--- config.mk ---
export PLATFORM = sky130hd
export DESIGN_NAME = servo_pwm_decoder_flat
export DESIGN_NICKNAME = d
export VERILOG_FILES = /design/src/rtl/servo_pkg.sv /design/src/rtl/servo_pwm_decoder_if.sv /design/src/rtl/pwm_sync_edge.sv /design/src/rtl/servo_pwm_decoder.sv /design/src/flat_wrapper.sv
export SDC_FILE = /design/constraint.sdc
export NUM_CORES = 1
export LEC_CHECK = 0
export CORE_AREA = 2 2 129 131
export CTS_BUF_LIST = sky130_fd_sc_hd__clkbuf_8
export CTS_CLUSTER_DIAMETER = 200
export DETAILED_ROUTE_END_ITERATION = 10
export DIE_AREA = 0 0 131 133
export PLACE_DENSITY_LB_ADDON = 0.25
export SETUP_SLACK_MARGIN = 0.5
export SYNTH_ARGS = -nofsm -noshare
export SYNTH_HDL_FRONTEND = slang
export SYNTH_HIERARCHICAL = 1
export SYNTH_SLANG_ARGS = --single-unit
--- constraint.sdc ---
create_clock -name clk -period 3.6 [get_ports clk]
set_input_delay 0.72 -clock clk [delete_from_list [all_inputs] [get_ports clk]]
set_output_delay 0.72 -clock clk [all_outputs]
set_load 0.05 [all_outputs]
--- src/rtl/servo_pkg.sv ---
// rtl/servo_pkg.sv - shared servo PWM constants, FSM states and width classifier
package servo_pkg;

   localparam int unsigned CNT_W     = 21;
   localparam int unsigned FRAME_CNT = 1_000_000;
   localparam int unsigned PER_TOL   = 100_000;
   localparam int unsigned MIN_W     = 40_000;
   localparam int unsigned MAX_W     = 300_000;
   localparam int unsigned LOST_CNT  = 1_250_000;

   localparam logic [CNT_W-1:0] CNT_MAX = '1;

   localparam int unsigned NOM_W [7] = '{80_000, 119_000, 150_000, 182_000,
                                         216_000, 248_000, 275_000};
   localparam int unsigned CODE_TH [6] = '{99_500, 134_500, 166_000,
                                           199_000, 232_000, 261_500};

   typedef enum logic [1:0] {
      WAIT_LOW,
      IDLE,
      HIGH,
      LOW
   } state_e;

   function automatic logic [CNT_W-1:0] sat_inc(input logic [CNT_W-1:0] v);
      return (v == CNT_MAX) ? v : v + 1'b1;
   endfunction

   // Code 0 is never produced; anything below the first threshold is code 1.
   function automatic logic [2:0] width_to_code(input logic [CNT_W-1:0] w,
                                                input int unsigned scale);
      logic [2:0] code;
      code = 3'd1;
      for (int i = 0; i < 6; i++) begin
         if (w >= CNT_W'(CODE_TH[i] / scale)) code = 3'(i + 2);
      end
      return code;
   endfunction

endpackage

--- src/rtl/servo_pwm_decoder_if.sv ---
// rtl/servo_pwm_decoder_if.sv - PWM input line and decoded result bundle
interface servo_pwm_decoder_if;
   import servo_pkg::*;

   logic             pwm_in;
   logic [2:0]       ctr_out;
   logic [CNT_W-1:0] width_out;
   logic             valid;
   logic             width_err;
   logic             period_err;
   logic             lost;

   modport master (
      input  pwm_in,
      output ctr_out, width_out, valid, width_err, period_err, lost
   );

   modport slave (
      output pwm_in,
      input  ctr_out, width_out, valid, width_err, period_err, lost
   );

endinterface

--- src/rtl/pwm_sync_edge.sv ---
// rtl/pwm_sync_edge.sv - two-flop synchronizer with registered-copy edge detect
module pwm_sync_edge (
   input  logic clk,
   input  logic rst,
   input  logic async_i,
   output logic level_o,
   output logic rise_o,
   output logic fall_o
);

   logic meta_q;
   logic sync_q;
   logic prev_q;

   always_ff @(posedge clk or posedge rst) begin
      if (rst) begin
         meta_q <= 1'b0;
         sync_q <= 1'b0;
         prev_q <= 1'b0;
      end else begin
         meta_q <= async_i;
         sync_q <= meta_q;
         prev_q <= sync_q;
      end
   end

   assign level_o = sync_q;
   assign rise_o  = sync_q & ~prev_q;
   assign fall_o  = ~sync_q & prev_q;

endmodule

--- src/rtl/servo_pwm_decoder.sv ---
// rtl/servo_pwm_decoder.sv - measures servo PWM width/period and decodes position code
// TIME_SCALE divides every cycle-count constant; 1 for the 50 MHz build.
module servo_pwm_decoder
   import servo_pkg::*;
#(
   parameter int unsigned TIME_SCALE = 1
) (
   input  logic                clk,
   input  logic                rst,
   servo_pwm_decoder_if.master bus
);

   localparam logic [CNT_W-1:0] P_MIN    = CNT_W'(MIN_W / TIME_SCALE);
   localparam logic [CNT_W-1:0] P_MAX    = CNT_W'(MAX_W / TIME_SCALE);
   localparam logic [CNT_W-1:0] P_PER_LO = CNT_W'((FRAME_CNT - PER_TOL) / TIME_SCALE);
   localparam logic [CNT_W-1:0] P_PER_HI = CNT_W'((FRAME_CNT + PER_TOL) / TIME_SCALE);
   localparam logic [CNT_W-1:0] P_LOST   = CNT_W'(LOST_CNT / TIME_SCALE);

   logic pwm_s, rise, fall;

   pwm_sync_edge u_sync (
      .clk     (clk),
      .rst     (rst),
      .async_i (bus.pwm_in),
      .level_o (pwm_s),
      .rise_o  (rise),
      .fall_o  (fall)
   );

   state_e           state_q, state_d;
   logic [CNT_W-1:0] w_cnt_q, w_cnt_d;
   logic [CNT_W-1:0] p_cnt_q, p_cnt_d;
   logic [2:0]       ctr_q, ctr_d;
   logic [CNT_W-1:0] width_q, width_d;
   logic             valid_q, valid_d;
   logic             werr_q, werr_d;
   logic             perr_q, perr_d;
   logic             lost_q, lost_d;
   logic [1:0]       settle_q, settle_d;

   always_ff @(posedge clk or posedge rst) begin
      if (rst) begin
         state_q  <= WAIT_LOW;
         w_cnt_q  <= '0;
         p_cnt_q  <= '0;
         ctr_q    <= '0;
         width_q  <= '0;
         valid_q  <= 1'b0;
         werr_q   <= 1'b0;
         perr_q   <= 1'b0;
         lost_q   <= 1'b0;
         settle_q <= '0;
      end else begin
         state_q  <= state_d;
         w_cnt_q  <= w_cnt_d;
         p_cnt_q  <= p_cnt_d;
         ctr_q    <= ctr_d;
         width_q  <= width_d;
         valid_q  <= valid_d;
         werr_q   <= werr_d;
         perr_q   <= perr_d;
         lost_q   <= lost_d;
         settle_q <= settle_d;
      end
   end

   always_comb begin
      state_d  = state_q;
      w_cnt_d  = w_cnt_q;
      p_cnt_d  = p_cnt_q;
      ctr_d    = ctr_q;
      width_d  = width_q;
      valid_d  = 1'b0;
      werr_d   = 1'b0;
      perr_d   = perr_q;
      lost_d   = lost_q;
      settle_d = settle_q[1] ? settle_q : settle_q + 2'd1;

      case (state_q)
         // The synchronizer also restarts at 0, so pwm_s is only trusted once it has refilled.
         WAIT_LOW: if (settle_q[1] && !pwm_s) state_d = IDLE;
         IDLE: begin
            if (rise) begin
               state_d = HIGH;
               w_cnt_d = 21'd1;
               p_cnt_d = 21'd1;
               lost_d  = 1'b0;
            end
         end
         HIGH: begin
            w_cnt_d = sat_inc(w_cnt_q);
            p_cnt_d = sat_inc(p_cnt_q);
            if (fall) begin
               state_d = LOW;
               if (w_cnt_q >= P_MIN && w_cnt_q <= P_MAX) begin
                  ctr_d   = width_to_code(w_cnt_q, TIME_SCALE);
                  width_d = w_cnt_q;
                  valid_d = 1'b1;
               end else begin
                  werr_d = 1'b1;
               end
            end
         end
         LOW: begin
            if (rise) begin
               state_d = HIGH;
               perr_d  = (p_cnt_q < P_PER_LO) || (p_cnt_q > P_PER_HI);
               w_cnt_d = 21'd1;
               p_cnt_d = 21'd1;
            end else begin
               p_cnt_d = sat_inc(p_cnt_q);
            end
         end
         default: state_d = WAIT_LOW;
      endcase

      // A rise in the same cycle restarts p_cnt at 1, so it always wins over loss.
      if ((state_q == HIGH || state_q == LOW) && p_cnt_d == P_LOST) begin
         lost_d  = 1'b1;
         state_d = pwm_s ? WAIT_LOW : IDLE;
         w_cnt_d = '0;
         p_cnt_d = '0;
      end
   end

   assign bus.ctr_out    = ctr_q;
   assign bus.width_out  = width_q;
   assign bus.valid      = valid_q;
   assign bus.width_err  = werr_q;
   assign bus.period_err = perr_q;
   assign bus.lost       = lost_q;

endmodule

--- src/flat_wrapper.sv ---
// flat-port wrapper written by rule: the top's interface ports become plain ports
module servo_pwm_decoder_flat import servo_pkg::*;
#(
   parameter int unsigned TIME_SCALE = 1
)
  (clk, rst, bus_pwm_in, bus_ctr_out, bus_width_out, bus_valid, bus_width_err, bus_period_err, bus_lost);
  servo_pwm_decoder_if bus_i ();
  input  logic clk;
  input  logic rst;
  input wire logic [$bits(bus_i.pwm_in)-1:0] bus_pwm_in;
  output wire logic [$bits(bus_i.ctr_out)-1:0] bus_ctr_out;
  output wire logic [$bits(bus_i.width_out)-1:0] bus_width_out;
  output wire logic [$bits(bus_i.valid)-1:0] bus_valid;
  output wire logic [$bits(bus_i.width_err)-1:0] bus_width_err;
  output wire logic [$bits(bus_i.period_err)-1:0] bus_period_err;
  output wire logic [$bits(bus_i.lost)-1:0] bus_lost;
  assign bus_i.pwm_in = bus_pwm_in;
  assign bus_ctr_out = bus_i.ctr_out;
  assign bus_width_out = bus_i.width_out;
  assign bus_valid = bus_i.valid;
  assign bus_width_err = bus_i.width_err;
  assign bus_period_err = bus_i.period_err;
  assign bus_lost = bus_i.lost;
  servo_pwm_decoder #(.TIME_SCALE(TIME_SCALE)) u_core (.clk(clk), .rst(rst), .bus(bus_i));
endmodule
==> results.py, run 1 <==
metrics = {
    "clock_network": {
        "hold_buffers": 0,
        "h-tree-depth": 3,
        "clkLatencyLatePin_ps": 370,
        "path_clk_slew_ps": 80,
        "cts.sinks": 77,
        "cts_buffer_depth": 2,
        "cts_root_buf": "clkbuf_8",
        "cts_buffers": 9,
        "cts_tree": "yes",
    },
    "timing": {
        "finalHoldViolCount": 0,
        "fin_skew_ps": 4.78,
        "fmax_ghz": 0.312,
        "worstMarginPinSlew_ps": 694,
        "setup_tns_ps": 0,
        "fin_crit_sh": 0.890,
        "period_needed_ps": 3200,
        "rsz0062_at_grt": "yes",
        "slew_viol_final": 0,
        "setup_violations": 0,
        "max_slew_margin": 0.533,
        "hold_slack_ps": 367,
    },
    "yosys": {
        "synth-main-ff-cell": "dfrtp_1",
        "synth_top_area_cell": "dfrtp_1",
        "synth.top_cell.area_share": 0.421,
        "synth_area_leaders": "dfrtp_1 (42%), nor2_1 (4.4%), mux2_2 (4.2%)",
        "syn_area_um2": 4580,
        "synthDistinctLibCells": 62,
        "synth-edff-count": 0,
        "synthArstFlopShare": 1.00,
        "synth.avg_cell_area_um2": 8.98,
        "yosys_warnings": 6,
        "ys_seq_area_frac": 0.421,
        "synthTopCellsByCount": "dfrtp_1 (77), nor2_1 (54), nand2_1 (46)",
        "synthCells": 510,
        "synth.most_common_cell": "dfrtp_1",
        "ys_ff_latch": 77,
        "syn_nets": 517,
    },
    "detailed_routing": {
        "drt-vias-per-instance": 5.33,
        "final_antenna_net_count": 0,
        "drt_pass1_iterations": 5,
        "wl_per_cell_um": 17.8,
        "finalWirelength_um": 14000,
        "drtIter0Drc": 421,
        "via_count": 4192,
        "drcViolationCount": 0,
    },
    "critical_path": {
        "reg2regPathDepth": 9,
        "crit_fanout": 6,
        "crit_required_ps": 3890,
        "arrival_ps": 3490,
        "critPathKind": "reg -> reg",
        "endpoint_kind": "register",
        "cp-start-kind": "register",
    },
    "worst_hold_path": {
        "whs_path_depth": 0,
        "hp-class": "reg -> reg",
    },
    "final_layout": {
        "layout-area-overhead-vs-synth_pct": 25.9,
        "drive_above_1_share": 0.216,
        "seq_area_um2": 1930,
        "final_nets": 568,
        "multi_input_area_um2": 2630,
        "nFillCells": 1638,
        "diodes": 0,
        "final_area_um2": 5770,
    },
    "global_routing": {
        "grt_usage": 0.163,
        "grt_pass1_wl_um": 22000,
        "grt_antenna_before_repair": 0,
        "grt-ovfl-total": 0,
        "grt_pass1_vias": 4104,
        "grt_max_degree": 63,
    },
    "placement": {
        "place_congestion": 0.919,
        "post-dp-hpwl_um": 9530,
        "portBuffers": 30,
        "dpl_cell_area_um2": 5200,
    },
    "outcome": {
        "outcome": "complete, no violations",
    },
    "job": {
        "maxCapViolCount": 0,
    },
    "power": {
        "power_density_nw_per_um2": 413,
        "p_leak_nw": 2.38,
        "ir_drop_uv": 208,
    },
    "die": {
        "start_util": 0.283,
        "rows": 47,
        "coreArea_um2": 16200,
        "fp.dieH_um": 133,
        "chipWidth_um": 131,
        "fp.dieArea_um2": 17400,
        "pin_count": 31,
    },
}
[worst max-delay path: stages, from the launching register on]
cell and delay (ps):
dfrtp_2 430, nand4_4 180, or3_4 420, buf_4 150, o31ai_1 350, nor2_1 120, or4_1 570, or4b_4 580
mux2i_1 160, a2bb2oi_1 180
[cell type report]
class | count | share of cell area
Clock buffer | 10 | 0.0239
Tap cell | 220 | 0.0477
Sequential cell | 77 | 0.335
Timing Repair Buffer | 75 | 0.114
Multi-Input combinational cell | 383 | 0.457
Inverter | 15 | 0.00998
Clock inverter | 6 | 0.0122
[path summary, 6_finish.rpt]
path / from / to / slack, ps
min in group asynchronous: rst / u_core/u_sync/meta_q$_DFF_PP0_ / 560
max in group asynchronous: rst / u_core/p_cnt_q[2]$_DFF_PP0_ / 2370
max: u_core/p_cnt_q[5]$_DFF_PP0_ / u_core/state_q[0]$_DFFE_PP0P_ / 400
min reg2reg: u_core/u_sync/meta_q$_DFF_PP0_ / u_core/u_sync/level_o$_DFF_PP0_ / 370
min: u_core/u_sync/meta_q$_DFF_PP0_ / u_core/u_sync/level_o$_DFF_PP0_ / 370
max reg2reg: u_core/p_cnt_q[5]$_DFF_PP0_ / u_core/state_q[0]$_DFFE_PP0P_ / 400
[through the flow]
step                       util  instances  worst slack, ps  total power, mW
after floorplan               -        510              459             1.41
after global placement    0.322        748              235             1.60
after detailed placement  0.322        748              185             1.61
after CTS                 0.342        774              390             2.37
after global routing      0.357        786              274             2.52
final                     0.357        786              396             2.38
[per-layer routing]
layer  track usage  vias to the layer above  share of wire
li1              -                     1978              -
met1         0.212                     2042           0.44
met2         0.261                      149           0.49
met3        0.0453                       23          0.048
met4        0.0573                        0          0.019
met5             0                        -              0
[registers in the layout, indices dropped and copies added (netlist names), 2 cells and up]
register	cells
u_core/bus.width_out	21
u_core/p_cnt_q	21
u_core/state_q	2
u_core/settle_q	2
u_core/bus.ctr_out	3
u_core/w_cnt_q	21
[power by group]
part           internal (mW)  switching, mW
registers              0.930         0.0943
clock network          0.344          0.355
logic                  0.264          0.393
total                   1.54          0.842
[cells by family after synthesis]
| kind of cell | after synthesis | share of synthesized area |
|---|---|---|
| xor gates and xnor gates | 24 | 0.0459 |
| adders and majority gates | 4 | 0.0109 |
| and+or+nand+nor | 240 | 0.286 |
| buffers and inverters | 51 | 0.0481 |
| AOI/OAI and AO/OA | 94 | 0.140 |
| muxes | 20 | 0.0483 |
| DFF | 77 | 0.421 |
[layout by cell type (no fill, tap or decap), types with 4 or more instances in the layout]
master,count
and4_1,5
nor2_1,52
nand3_1,15
inv_1,14
nor4_1,9
nor3_1,16
o211ai_1,8
o31ai_1,6
or3_1,12
nand4_1,16
mux2_2,17
and2_1,7
dfrtp_2,6
buf_4,42
or4_1,12
and3_1,5
nor4_4,4
clkbuf_8,10
nand2b_1,6
nand3b_1,5
o31a_1,4
o21ai_0,18
xnor2_1,15
a21oi_1,14
clkdlybuf4s50_1,30
xor2_1,8
or4_4,4
nand2_1,45
dfrtp_1,71
a31oi_1,8
[what timing repair did]
item | CTS | global route
pin swaps | 5 | 15
setup endpoints to repair | 31 | 31
setup buffers | 9 | 12
cloned | 1 | 0
gates resized for setup | 9 | 35
Note: power is estimated with default switching activity, not from simulation.
==> run 2, diff against run 1 <==
Settings changed: CORE_AREA 2 2 129 131 to 4 4 131 133, DIE_AREA 0 0 131 133 to 0 0 135 137, MAX_ROUTING_LAYER from default to met4.
==> results.py, run 2 (same netlist as run 1, synthesis figures left out) <==
metrics = {
    "global_routing": {
        "grt_usage": 0.148,
        "grt-ovfl-total": 0,
        "grt_max_degree": 29,
        "grt_antenna_before_repair": 0,
        "grt_pass1_vias": 3968,
        "grt_pass1_wl_um": 21200,
    },
    "final_layout": {
        "nFillCells": 1625,
        "final_common_cell": "dfrtp_1",
        "final_nets": 554,
        "drive_above_1_share": 0.170,
        "layout-area-overhead-vs-synth_pct": 20.3,
        "diodes": 0,
        "final_cell_mix": "dfrtp_1 (71), nor2_1 (54), nand2_1 (46), clkdlybuf4s50_1 (30), buf_4 (30)",
    },
    "timing": {
        "worstMarginPinSlew_ps": 718,
        "finalHoldViolCount": 0,
        "setup_violations": 0,
        "slew_viol_final": 0,
        "setup_slack_ps": 333,
        "max_slew_margin": 0.517,
        "setup_tns_ps": 0,
        "rsz0062_at_grt": "yes",
        "fmax_ghz": 0.306,
        "period_needed_ps": 3270,
        "fin_skew_ps": 12.4,
        "fin_crit_sh": 0.907,
    },
    "critical_path": {
        "critPathKind": "reg -> reg",
        "critical_path.top_delay_family": "simple AND/OR/NAND/NOR gates",
        "arrival_ps": 3560,
        "slowest_stage": "or4_4",
        "cp_cell_sequence": "ha_2 > nand4_1 > or3_4 > or4_4 > a21o_1 > or4_4 > or4b_4 > mux2i_1 > a2bb2oi_1",
        "max_stage_delay_ps": 540,
        "crit_top_cell": "or4_4",
        "crit_required_ps": 3900,
        "cp-start-kind": "register",
        "endpoint_kind": "register",
        "path_depth": 9,
        "critPathBufInv": 0,
        "crit_fanout": 4,
        "reg2regPathDepth": 9,
    },
    "clock_network": {
        "cts_buffer_depth": 2,
        "cts.sinks": 77,
        "clkLatencyLatePin_ps": 370,
        "cts_buffers": 9,
        "cts_root_buf": "clkbuf_8",
        "h-tree-depth": 3,
        "path_clk_slew_ps": 100,
        "cts_tree": "yes",
    },
    "detailed_routing": {
        "wl_per_cell_um": 16.9,
        "finalWirelength_um": 13000,
        "drtIter0Drc": 458,
        "drt-vias-per-instance": 5.36,
        "drcViolationCount": 0,
        "drt_pass1_iterations": 5,
        "via_count": 4116,
        "final_antenna_net_count": 0,
    },
    "die": {
        "fp.dieH_um": 137,
        "chipWidth_um": 135,
        "start_util": 0.289,
        "pin_count": 31,
        "rows": 46,
        "fp.dieArea_um2": 18500,
        "coreArea_um2": 15800,
    },
    "power": {
        "total_power_mw": 2.25,
        "power_density_nw_per_um2": 409,
        "p_leak_nw": 2.26,
        "ir_drop_uv": 170,
    },
    "worst_hold_path": {
        "hp-class": "reg -> reg",
        "whs_path_depth": 0,
    },
    "placement": {
        "portBuffers": 30,
        "place_congestion": 0.929,
        "post-dp-hpwl_um": 9100,
        "place_ws_ps": 251,
    },
    "outcome": {
        "outcome": "complete, no violations",
    },
    "job": {
        "maxCapViolCount": 0,
    },
}
## run 2: cell count changes in the layout (fill, tap and decap cells not counted), sizes merged
cell and delta:
buf -14, inv +2, bufinv -1, clkbuf -1, clkinv -1, clkinvlp +1
## run 2: final timing paths
| check | startpoint | slack [ps] | to |
|---|---|---|---|
| worst min-delay path | u_core/u_sync/meta_q$_DFF_PP0_ | 360 | u_core/u_sync/level_o$_DFF_PP0_ |
| worst min register to register | u_core/u_sync/meta_q$_DFF_PP0_ | 360 | u_core/u_sync/level_o$_DFF_PP0_ |
| min in group asynchronous | rst | 570 | u_core/u_sync/meta_q$_DFF_PP0_ |
| max in group asynchronous | rst | 2210 | u_core/w_cnt_q[6]$_DFFE_PP0P_ |
| worst max register to register | u_core/p_cnt_q[1]$_DFF_PP0_ | 330 | u_core/state_q[0]$_DFFE_PP0P_ |
| worst max-delay path | u_core/p_cnt_q[1]$_DFF_PP0_ | 330 | u_core/state_q[0]$_DFFE_PP0P_ |
## run 2: cell type report
| type | count | area (µm²) | area share |
|---|---|---|---|
| Clock buffer | 9 | 124 | 0.0225 |
| Clock inverter | 7 | 67.6 | 0.0123 |
| Inverter | 15 | 57.6 | 0.0104 |
| Multi-Input combinational cell | 383 | 2510 | 0.456 |
| Sequential cell | 77 | 1930 | 0.351 |
| Tap cell | 216 | 270 | 0.0490 |
| Timing Repair Buffer | 61 | 546 | 0.0990 |
## run 2: metrics by stage
| step | hold slack, ps | std cells | area, µm² | util |
|---|---|---|---|---|
| after floorplan | 331 | 510 | 4590 | - |
| after global placement | 341 | 738 | 5150 | 0.326 |
| after global routing | 376 | 768 | 5510 | 0.348 |
| after detailed placement | 342 | 738 | 5150 | 0.326 |
| after CTS | 362 | 761 | 5420 | 0.342 |
| final | 359 | 768 | 5510 | 0.348 |
## run 2: timing repair
item                       in CTS  in global routing
buffers inserted                7                  6
pin swaps                       6                  5
resized for setup               7                 11
setup endpoints to repair      31                 14
gates cloned                    0                  1
hold buffers                    0                  0
hold endpoints to repair        0                  0
## run 2: layer usage
metal	part of all wire	global-route usage	vias to the layer above
met3	0.043	0.0298	21
met4	0.019	0.0493	0
met1	0.47	0.198	2007
met5	0	-	-
li1	-	-	1961
met2	0.47	0.226	127
## run 2: where the power goes
part / internal, mW / leakage [nW] / switching (mW)
Clock: 0.265 / 0.0936 / 0.375
Sequential: 0.929 / 1.03 / 0.0924
Combinational: 0.230 / 1.14 / 0.360
Total: 1.42 / 2.26 / 0.828
==> run 3, diff against run 2 <==
Settings changed: GPL_TIMING_DRIVEN from default to 0.
==> results.py, run 3 (same netlist as run 1, synthesis figures left out) <==
metrics = {
    "outcome": {
        "outcome": "complete, no violations",
    },
    "power": {
        "total_power_mw": 2.37,
        "swShare": 0.360,
        "comb_power_share": 0.286,
        "ir_drop_uv": 193,
        "seqPwrFrac": 0.422,
        "power.switching_mw": 0.852,
        "p_clk_frac": 0.292,
        "power_density_nw_per_um2": 403,
        "p_leak_nw": 2.39,
        "intPower_mw": 1.51,
    },
    "final_layout": {
        "multi_input_area_um2": 2610,
        "seq_area_um2": 1930,
        "final_nets": 589,
        "drive_above_1_share": 0.208,
        "final_cell_mix": "dfrtp_1 (76), nand2_1 (46), nor2_1 (44), clkdlybuf4s50_1 (30), buf_4 (29)",
        "layout-area-overhead-vs-synth_pct": 28.2,
        "diodes": 0,
        "nFillCells": 1626,
        "final_common_cell": "dfrtp_1",
    },
    "placement": {
        "place_congestion": 0.929,
        "place_ws_ps": -137,
        "post-dp-hpwl_um": 9770,
        "portBuffers": 30,
    },
    "die": {
        "rows": 46,
        "chipWidth_um": 135,
        "coreArea_um2": 15800,
        "fp.dieH_um": 137,
        "start_util": 0.289,
        "fp.dieArea_um2": 18500,
        "pin_count": 31,
    },
    "clock_network": {
        "cts_root_buf": "clkbuf_8",
        "cts_buffers": 9,
        "cts_tree": "yes",
        "path_clk_slew_ps": 90,
        "cts.sinks": 77,
        "h-tree-depth": 3,
        "hold_buffers": 0,
        "clkLatencyLatePin_ps": 370,
        "cts_buffer_depth": 2,
    },
    "worst_hold_path": {
        "hold_path.startpoint": "u_core/u_sync/meta_q$_DFF_PP0_",
        "hp-class": "reg -> reg",
    },
    "global_routing": {
        "grt_usage": 0.160,
        "grt_antenna_before_repair": 0,
        "grt_pass1_vias": 4220,
        "grt-ovfl-total": 0,
        "grt_max_degree": 40,
        "grt_pass1_wl_um": 22600,
    },
    "detailed_routing": {
        "drt_pass1_iterations": 5,
        "drt-vias-per-instance": 5.42,
        "route.met2.wl_um": 6830,
        "drcViolationCount": 0,
        "wl_per_cell_um": 17.7,
        "met3WireLength_um": 649,
        "drtIter0Drc": 306,
        "wl_met1_um": 6380,
        "finalWirelength_um": 14200,
        "top_layer": "met4",
        "final_antenna_net_count": 0,
        "via_count": 4354,
    },
    "critical_path": {
        "cp-startpoint": "u_core/p_cnt_q[1]$_DFF_PP0_",
        "cp-start-kind": "register",
        "slowest_stage": "or4_4",
        "max_stage_delay_ps": 550,
        "crit_top_cell": "or4_4",
        "cp_cell_sequence": "ha_4 > nand4_1 > or3_4 > or4_4 > a21o_1 > or4_4 > or4b_4 > mux2i_1 > a2bb2oi_1",
        "crit_required_ps": 3900,
        "critPathKind": "reg -> reg",
        "reg2reg_setup_slack_ps": 320,
        "crit_fanout": 3,
        "arrival_ps": 3580,
        "endpoint_kind": "register",
        "r2r_start": "u_core/p_cnt_q[1]$_DFF_PP0_",
    },
    "timing": {
        "slew_viol_final": 0,
        "rsz0062_at_grt": "yes",
        "fin_crit_sh": 0.911,
        "setup_violations": 0,
        "max_slew_margin": 0.465,
        "finalHoldViolCount": 0,
        "fin_skew_ps": 14.7,
        "worstMarginPinSlew_ps": 796,
        "setup_slack_ps": 319,
        "period_needed_ps": 3280,
        "hold_slack_ps": 364,
        "fmax_ghz": 0.305,
        "setup_tns_ps": 0,
    },
    "job": {
        "maxCapViolCount": 0,
    },
}
[run 3: changes by cell type in the layout (fill, tap and decap cells not counted), moves of 5 or more]
cell,change
clkbuf_1,+20
nor2_1,-10
nor2_2,+9
buf_6,+6
dfrtp_1,+5
dfrtp_2,-5
[run 3: stage by stage]
step,utilization,std cells,instance area (µm²)
final,0.371,803,5870
after global routing,0.371,803,5870
after CTS,0.354,788,5600
after detailed placement,0.328,757,5180
after global placement,0.326,756,5160
after floorplan,-,510,4590
[run 3: metal layers]
layer | up-vias | GRT usage
met2 | 158 | 0.250
met4 | 0 | 0.0605
met1 | 2147 | 0.203
met5 | - | -
met3 | 33 | 0.0357
li1 | 2016 | -
[run 3: what timing repair did]
item | CTS | global route
setup endpoints to repair | 32 | 37
resized for setup | 23 | 42
buffers inserted | 15 | 13
gates cloned | 0 | 2
pin swaps | 9 | 12
[run 3: layout make-up]
type,instances,area share
flip-flops and latches,77,0.328
clock buffers,9,0.0211
inverters,15,0.0100
repair buffers,61,0.0980
clock inverters,7,0.0136
multi-input cells,382,0.445
plain buffers,36,0.0381
well taps,216,0.0460
[run 3: worst max-delay path, delay by kind of cell, from the launching register on]
kind | cells | cell delay, ps
fa+ha+maj | 1 | 150
compound gates | 2 | 330
mux | 1 | 170
simple gates | 5 | 2130
flops | 1 | 420
[run 3: worst paths after layout]
check | end | cells past startpoint
min | u_core/u_sync/level_o$_DFF_PP0_ | 0
max | u_core/state_q[0]$_DFFE_PP0P_ | 9
min reg2reg | u_core/u_sync/level_o$_DFF_PP0_ | 0
max reg2reg | u_core/state_q[0]$_DFFE_PP0P_ | 9
max in group asynchronous | u_core/p_cnt_q[10]$_DFF_PP0_ | 3
min in group asynchronous | u_core/u_sync/prev_q$_DFF_PP0_ | 2
[run 3: power groups by stage]
stage | clock network [mW] | registers, mW | logic, mW
after global placement | 0 | 1.02 | 0.565
after CTS | 0.732 | 0.998 | 0.641
final | 0.690 | 1.00 | 0.677
after detailed placement | 0 | 1.02 | 0.574
after floorplan | 0 | 1.02 | 0.388
after global routing | 0.766 | 1.01 | 0.750
